`src/rtl/moore_step_ctrl.sv`:
```
// ---------------------------------------------------------------------------
// moore_step_ctrl
//
// Input-conditioning and stepping stage in front of the 2-state Moore puzzle
// machine. Raw board switches and buttons are synchronised and debounced.
// A clean step press becomes a single-cycle ctrl_out pulse, and sw_out is
// held stable around that pulse. A load press re-initialises the machine
// through fsm_reset/state_init.
//
// Ports
//   clk         system clock
//   reset       synchronous active-high reset
//   btn_step    raw step button (async, bouncy)
//   btn_load    raw load button (async, bouncy)
//   sw_raw      raw switch vector (async)
//   init_raw    raw initial-state switches (async)
//   sw_out      switch value presented to the machine, changes only on a step
//   ctrl_out    one-cycle step pulse to the machine
//   state_init  initial state presented to the machine
//   fsm_reset   reset to the machine, high while loading
//   step_count  steps since the last load, saturating at 255
//   busy        high whenever the controller is not idle
//
// FSM states
//   state | meaning
//   LOAD  | machine held in reset for 2 cycles, state_init captured on entry
//   IDLE  | waiting for a load request or a step press
//   SETUP | sw_out just updated, machine next-state logic settling
//   STEP  | ctrl_out high for this single cycle
//   HOLD  | waiting for the step button to be released
// ---------------------------------------------------------------------------

// Debounce filter for one signal or one vector treated as a whole.
//   clk, reset  clock and synchronous reset
//   din         synchronised input
//   dout        debounced value
module moore_step_ctrl_db #(
    parameter int W         = 1,
    parameter int DB_CYCLES = 16
) (
    input  logic         clk,
    input  logic         reset,
    input  logic [W-1:0] din,
    output logic [W-1:0] dout
);

    localparam logic [15:0] DB_TC = 16'(DB_CYCLES);

    logic [15:0] cnt;

    // The count only advances while the input disagrees with the output, so
    // any disagreement shorter than DB_CYCLES cycles is discarded.
    always_ff @(posedge clk) begin
        if (reset) begin
            dout <= '0;
            cnt  <= '0;
        end else if (din == dout) begin
            cnt <= '0;
        end else if (cnt + 16'd1 == DB_TC) begin
            dout <= din;
            cnt  <= '0;
        end else begin
            cnt <= cnt + 16'd1;
        end
    end

endmodule

module moore_step_ctrl #(
    parameter int                 SW_W       = 2,
    parameter int                 STATE_W    = 3,
    parameter int                 DB_CYCLES  = 16,
    parameter logic [STATE_W-1:0] INIT_STATE = '0
) (
    input  logic               clk,
    input  logic               reset,
    input  logic               btn_step,
    input  logic               btn_load,
    input  logic [SW_W-1:0]    sw_raw,
    input  logic [STATE_W-1:0] init_raw,
    output logic [SW_W-1:0]    sw_out,
    output logic               ctrl_out,
    output logic [STATE_W-1:0] state_init,
    output logic               fsm_reset,
    output logic [7:0]         step_count,
    output logic               busy
);

    localparam logic [2:0] ST_LOAD  = 3'd0;
    localparam logic [2:0] ST_IDLE  = 3'd1;
    localparam logic [2:0] ST_SETUP = 3'd2;
    localparam logic [2:0] ST_STEP  = 3'd3;
    localparam logic [2:0] ST_HOLD  = 3'd4;

    // -----------------------------------------------------------------------
    // Two-flop synchronisers
    // -----------------------------------------------------------------------
    logic               step_s1, step_s2;
    logic               load_s1, load_s2;
    logic [SW_W-1:0]    sw_s1, sw_s2;
    logic [STATE_W-1:0] init_s1, init_s2;

    always_ff @(posedge clk) begin
        if (reset) begin
            step_s1 <= 1'b0;
            step_s2 <= 1'b0;
            load_s1 <= 1'b0;
            load_s2 <= 1'b0;
            sw_s1   <= '0;
            sw_s2   <= '0;
            init_s1 <= '0;
            init_s2 <= '0;
        end else begin
            step_s1 <= btn_step;
            step_s2 <= step_s1;
            load_s1 <= btn_load;
            load_s2 <= load_s1;
            sw_s1   <= sw_raw;
            sw_s2   <= sw_s1;
            init_s1 <= init_raw;
            init_s2 <= init_s1;
        end
    end

    // -----------------------------------------------------------------------
    // Debounce
    // -----------------------------------------------------------------------
    logic               db_step, db_load;
    logic [SW_W-1:0]    db_sw;
    logic [STATE_W-1:0] db_init;

    moore_step_ctrl_db #(.W(1), .DB_CYCLES(DB_CYCLES)) u_db_step (
        .clk   (clk),
        .reset (reset),
        .din   (step_s2),
        .dout  (db_step)
    );

    moore_step_ctrl_db #(.W(1), .DB_CYCLES(DB_CYCLES)) u_db_load (
        .clk   (clk),
        .reset (reset),
        .din   (load_s2),
        .dout  (db_load)
    );

    moore_step_ctrl_db #(.W(SW_W), .DB_CYCLES(DB_CYCLES)) u_db_sw (
        .clk   (clk),
        .reset (reset),
        .din   (sw_s2),
        .dout  (db_sw)
    );

    moore_step_ctrl_db #(.W(STATE_W), .DB_CYCLES(DB_CYCLES)) u_db_init (
        .clk   (clk),
        .reset (reset),
        .din   (init_s2),
        .dout  (db_init)
    );

    // -----------------------------------------------------------------------
    // Rising-edge detect on the debounced buttons
    // -----------------------------------------------------------------------
    logic db_step_d, db_load_d;
    logic step_rise, load_rise;

    always_ff @(posedge clk) begin
        if (reset) begin
            db_step_d <= 1'b0;
            db_load_d <= 1'b0;
        end else begin
            db_step_d <= db_step;
            db_load_d <= db_load;
        end
    end

    assign step_rise = db_step & ~db_step_d;
    assign load_rise = db_load & ~db_load_d;

    // -----------------------------------------------------------------------
    // Controller FSM
    // -----------------------------------------------------------------------
    logic [2:0] state, state_nx;
    logic       load_cnt, load_cnt_nx;
    logic       load_pending;
    logic       enter_load;
    logic       enter_setup;

    // A load request seen in the same cycle as a step edge wins; the step
    // edge is dropped because edges are never queued.
    always_comb begin
        state_nx    = state;
        load_cnt_nx = load_cnt;
        case (state)
            ST_LOAD: begin
                if (load_cnt == 1'b1) begin
                    state_nx = ST_IDLE;
                end else begin
                    load_cnt_nx = load_cnt + 1'b1;
                end
            end
            ST_IDLE: begin
                if (load_pending || load_rise) begin
                    state_nx    = ST_LOAD;
                    load_cnt_nx = 1'b0;
                end else if (step_rise) begin
                    state_nx = ST_SETUP;
                end
            end
            ST_SETUP: state_nx = ST_STEP;
            ST_STEP:  state_nx = ST_HOLD;
            ST_HOLD: begin
                if (!db_step) begin
                    state_nx = ST_IDLE;
                end
            end
            default: begin
                state_nx    = ST_LOAD;
                load_cnt_nx = 1'b0;
            end
        endcase
    end

    assign enter_load  = (state == ST_IDLE) && (state_nx == ST_LOAD);
    assign enter_setup = (state == ST_IDLE) && (state_nx == ST_SETUP);

    // Outputs are registered from the next state so that none of them has a
    // combinational path back to an input.
    always_ff @(posedge clk) begin
        if (reset) begin
            state        <= ST_LOAD;
            load_cnt     <= 1'b0;
            load_pending <= 1'b0;
            sw_out       <= '0;
            state_init   <= INIT_STATE;
            step_count   <= 8'd0;
            ctrl_out     <= 1'b0;
            fsm_reset    <= 1'b1;
            busy         <= 1'b1;
        end else begin
            state        <= state_nx;
            load_cnt     <= load_cnt_nx;
            load_pending <= enter_load ? 1'b0 : (load_pending | load_rise);

            if (enter_setup) begin
                sw_out <= db_sw;
            end

            if (enter_load) begin
                state_init <= db_init;
                step_count <= 8'd0;
            end else if ((state == ST_STEP) && (step_count != 8'hFF)) begin
                step_count <= step_count + 8'd1;
            end

            ctrl_out  <= (state_nx == ST_STEP);
            fsm_reset <= (state_nx == ST_LOAD);
            busy      <= (state_nx != ST_IDLE);
        end
    end

endmodule

```
`config.mk`:
```
export PLATFORM = sky130hd
export DESIGN_NAME = moore_step_ctrl
export DESIGN_NICKNAME = d
export VERILOG_FILES = /design/src/rtl/moore_step_ctrl.sv
export SDC_FILE = /design/constraint.sdc
export NUM_CORES = 1
export LEC_CHECK = 0
export BUFFER_PORTS_ARGS = -buffer_cell sky130_fd_sc_hd__buf_2
export CAP_MARGIN = 20
export CORE_UTILIZATION = 55
export CTS_BUF_LIST = sky130_fd_sc_hd__clkbuf_4 sky130_fd_sc_hd__clkbuf_8 sky130_fd_sc_hd__clkbuf_16
export CTS_CLUSTER_DIAMETER = 200
export CTS_CLUSTER_SIZE = 30
export DETAILED_ROUTE_END_ITERATION = 16
export GPL_TIMING_DRIVEN = 0
export PLACE_DENSITY = 0.75
export SLEW_MARGIN = 40
export SYNTH_ARGS = -nofsm -noshare
export SYNTH_HDL_FRONTEND = slang
export SYNTH_HIERARCHICAL = 1
export SYNTH_SLANG_ARGS = --single-unit
```
`constraint.sdc`:
```
create_clock -name clk -period 3.41 [get_ports clk]
set_input_delay 0.1705 -clock clk [delete_from_list [all_inputs] [get_ports clk]]
set_output_delay 0.1705 -clock clk [all_outputs]
set_load 0.02 [all_outputs]
```
==> reports/metrics.yaml <==
sta:
  max_freq_mhz: 387
  fin_crit_sh_pct: 75.7
  hold_viol: 0
  max_slew_margin_pct: 52.1
  drv_slew: 0
  grt_setup_unrepaired: "no"
  fin_skew_ns: 0.00873
  worst_pin_slew_ns: 0.708
  period_needed_ns: 2.58
  setup_viol: 0
  fin_tns_setup_ns: 0
logic_synthesis:
  postSynthCellCount: 602
  syn_nets: 620
  ys_ff_latch: 108
  synthDistinctLibCells: 73
  syn_area_per_cell_sq_um: 9.14
  ys.flop_type: "dfxtp_1"
  async_reset_ff_share_pct: 0
  yosys_warnings: 6
  synth_edf_count: 0
  yosysSeqAreaShare_pct: 39.3
  syn-cell-area_sq_um: 5500
global_routing:
  top_usage_layer: "met2"
  grt_use_met2_pct: 37.3
  antenna_found_initial: 0
  grt_pass1_vias: 4002
  grt_pass1_wl_mm: 17.6
  grtUsageMet3_pct: 6.02
  gr-usage-all-layers_pct: 21.4
  grt_max_degree: 18
  gr-usage-met1_pct: 25.2
  grt-ovfl-total: 0
clocking:
  path_clk_slew_ns: 0.10
  clockBufferDepth: 2
  cts_made_buffers: 9
  holdBufCountCts: 5
  cts_setup_buffers: 0
  cts_tree: "yes"
  cts.sinks: 108
  worstSkewPairLatency_ns: 0.38
  cts-htree-levels: 3
  cts_resized: 0
  clock-root-buffer: "clkbuf_8"
floorplanning:
  io_pins: 25
  fp.dieW_um: 102
  core-area_sq_um: 9730
  dieArea_sq_um: 10400
  die_height_um: 102
  row_count: 36
  initial_core_util_pct: 56.6
drt:
  vias_per_cell: 5.60
  drt_wl_total_mm: 10.5
  drt-initial-drc-count: 119
  drt-pass1-iter-count: 4
  drc: 0
  vias: 4360
  postRouteAntennaNets: 0
  post_drt_wl_per_cell_um: 13.5
layout:
  final_nets: 660
  fin_cells: 779
  final_cell_mix: "dfxtp_1 (108), nor2_1 (84), xnor2_1 (44)"
  drive_gt1_share_pct: 14.7
  antenna_cells: 0
  mostFrequentLayoutCell: "dfxtp_1"
  final_area_sq_um: 6020
  area_delta_synth_final_pct: 9.44
critical_path:
  cp_slowest_cell: "dfxtp_1"
  worstPathRequired_ns: 3.68
  crit_fanout: 10
  crit_path_cell_trace: "ha_1 > nand3_2 > nor4_4 > nand4b_1 > o311a_2 > nor4b_4 > buf_6 > nor3_1"
  cp_top_family: "simple AND/OR/NAND/NOR gates"
  crit_path_end_kind: "flip-flop"
  ff2ff_setup_slack_ns: 0.83
  critPathLaunchType: "flip-flop"
  crit_type: "flip-flop to flip-flop"
  path_buf_inv: 1
  cp.arrival_ns: 2.85
  cpPeakStageDelay_ns: 0.46
place:
  placed_area_sq_um: 5790
  io_buffers: 24
  gp_congestion: 0.813
  hpwl_mm: 7.53
  dp.cells: 759
status:
  outcome: "finished, final reports clean"
pwr:
  peakVddDrop_mv: 0.233
  power_leakage_nw: 2.09
  powerDensity_nw_per_um2: 348
run:
  maxCapViolCount: 0
min_path:
  hold_path_class: "input port to flip-flop"
[cell usage after synthesis, types with 3 or more instances]
| cell type | number | area share (%) |
|---|---|---|
| xnor2_1 | 44 | 7.0 |
| and4_1 | 5 | 0.80 |
| mux2i_1 | 15 | 2.7 |
| nand2_1 | 30 | 2.0 |
| o21ai_1 | 4 | 0.36 |
| nand3_1 | 31 | 2.8 |
| clkbuf_1 | 6 | 0.41 |
| o2111ai_1 | 3 | 0.48 |
| ha_1 | 9 | 2.0 |
| inv_1 | 12 | 0.82 |
| nand4_1 | 18 | 2.0 |
| nor2_1 | 84 | 5.7 |
| o31a_1 | 3 | 0.48 |
| buf_2 | 6 | 0.55 |
| a22o_1 | 3 | 0.48 |
| nor4_1 | 6 | 0.68 |
| nand3_2 | 4 | 0.73 |
| and2_1 | 5 | 0.57 |
| dfxtp_1 | 108 | 39 |
| o21ai_0 | 6 | 0.55 |
| nand2b_1 | 13 | 1.5 |
| o31ai_1 | 3 | 0.41 |
| nor3_2 | 6 | 1.1 |
| or2_2 | 3 | 0.34 |
| a31o_2 | 3 | 0.48 |
| nor4_4 | 3 | 1.2 |
| xor2_1 | 25 | 4.0 |
| nor3_1 | 32 | 2.9 |
| nor3b_1 | 6 | 0.82 |
| nor2b_1 | 19 | 2.2 |
| nor4b_4 | 4 | 1.7 |
| a21oi_1 | 16 | 1.5 |
| and3_1 | 8 | 0.91 |
| buf_6 | 4 | 0.82 |
| buf_4 | 4 | 0.55 |
[per-layer routing]
metal | wire length (um) | vias to the layer above
met3 | 308 | 16
met4 | 161 | 0
met2 | 5220 | 60
met5 | 0 | -
met1 | 4800 | 2074
li1 | - | 2210
[sequential cells by signal, summed over array words and instances (netlist names), 2 cells and up]
signal / flops
state_init: 3
step_count: 8
u_db_step/cnt: 16
u_db_sw/dout: 2
sw_out: 2
u_db_load/cnt: 16
u_db_sw/cnt: 16
init_s2: 3
sw_s1: 2
state: 3
u_db_init/dout: 3
sw_s2: 2
u_db_init/cnt: 16
init_s1: 3
[metrics by stage]
step	hold WS, ns	setup WS (ns)	utilization [%]	power, W
global route	0.00489	0.632	61.9	0.00219
detailed placement	0.383	0.868	59.5	0.00139
global placement	0.378	0.931	59.5	0.00138
CTS	0.00547	0.842	61.9	0.00213
floorplan	0.240	1.21	-	0.00136
finish	0.0190	0.828	61.9	0.00210
[final timing paths]
kind,startpoint,endpoint,cells past startpoint
hold reg to reg,init_s1[2]$_SDFF_PP0_,init_s2[2]$_SDFF_PP0_,1
setup reg to reg,u_db_step/cnt[0]$_SDFF_PP0_,u_db_step/cnt[9]$_SDFF_PP0_,8
setup / recovery,u_db_step/cnt[0]$_SDFF_PP0_,u_db_step/cnt[9]$_SDFF_PP0_,8
hold / removal,btn_load,load_s1$_SDFF_PP0_,2
[power breakdown]
| group | switching (W) | internal [W] |
|---|---|---|
| Sequential | 0.0000106 | 0.00128 |
| Clock | 0.000430 | 0.000307 |
| Combinational | 0.0000388 | 0.0000343 |
| Total | 0.000479 | 0.00162 |
[cell type report]
cell class | instances | area, sq um
Buffer | 20 | 128
Clock buffer | 11 | 151
Clock inverter | 4 | 31.3
Fill cell | 869 | 3710
Inverter | 12 | 45.0
Multi-Input combinational cell | 462 | 3170
Sequential cell | 108 | 2160
Tap cell | 133 | 166
Timing Repair Buffer | 29 | 170
[logic make-up after synthesis]
kind of cell / count (synthesis) / share of synthesized area, %
XOR/XNOR: 69 / 11.0
buffers and inverters: 32 / 3.14
multiplexers: 15 / 2.73
AO/OA/AOI/OAI: 70 / 9.39
adder cells (fa/ha/maj): 9 / 2.05
AND/OR/NAND/NOR: 299 / 32.4
flip-flops: 108 / 39.3
Note: power is estimated with default switching activity, not from simulation.
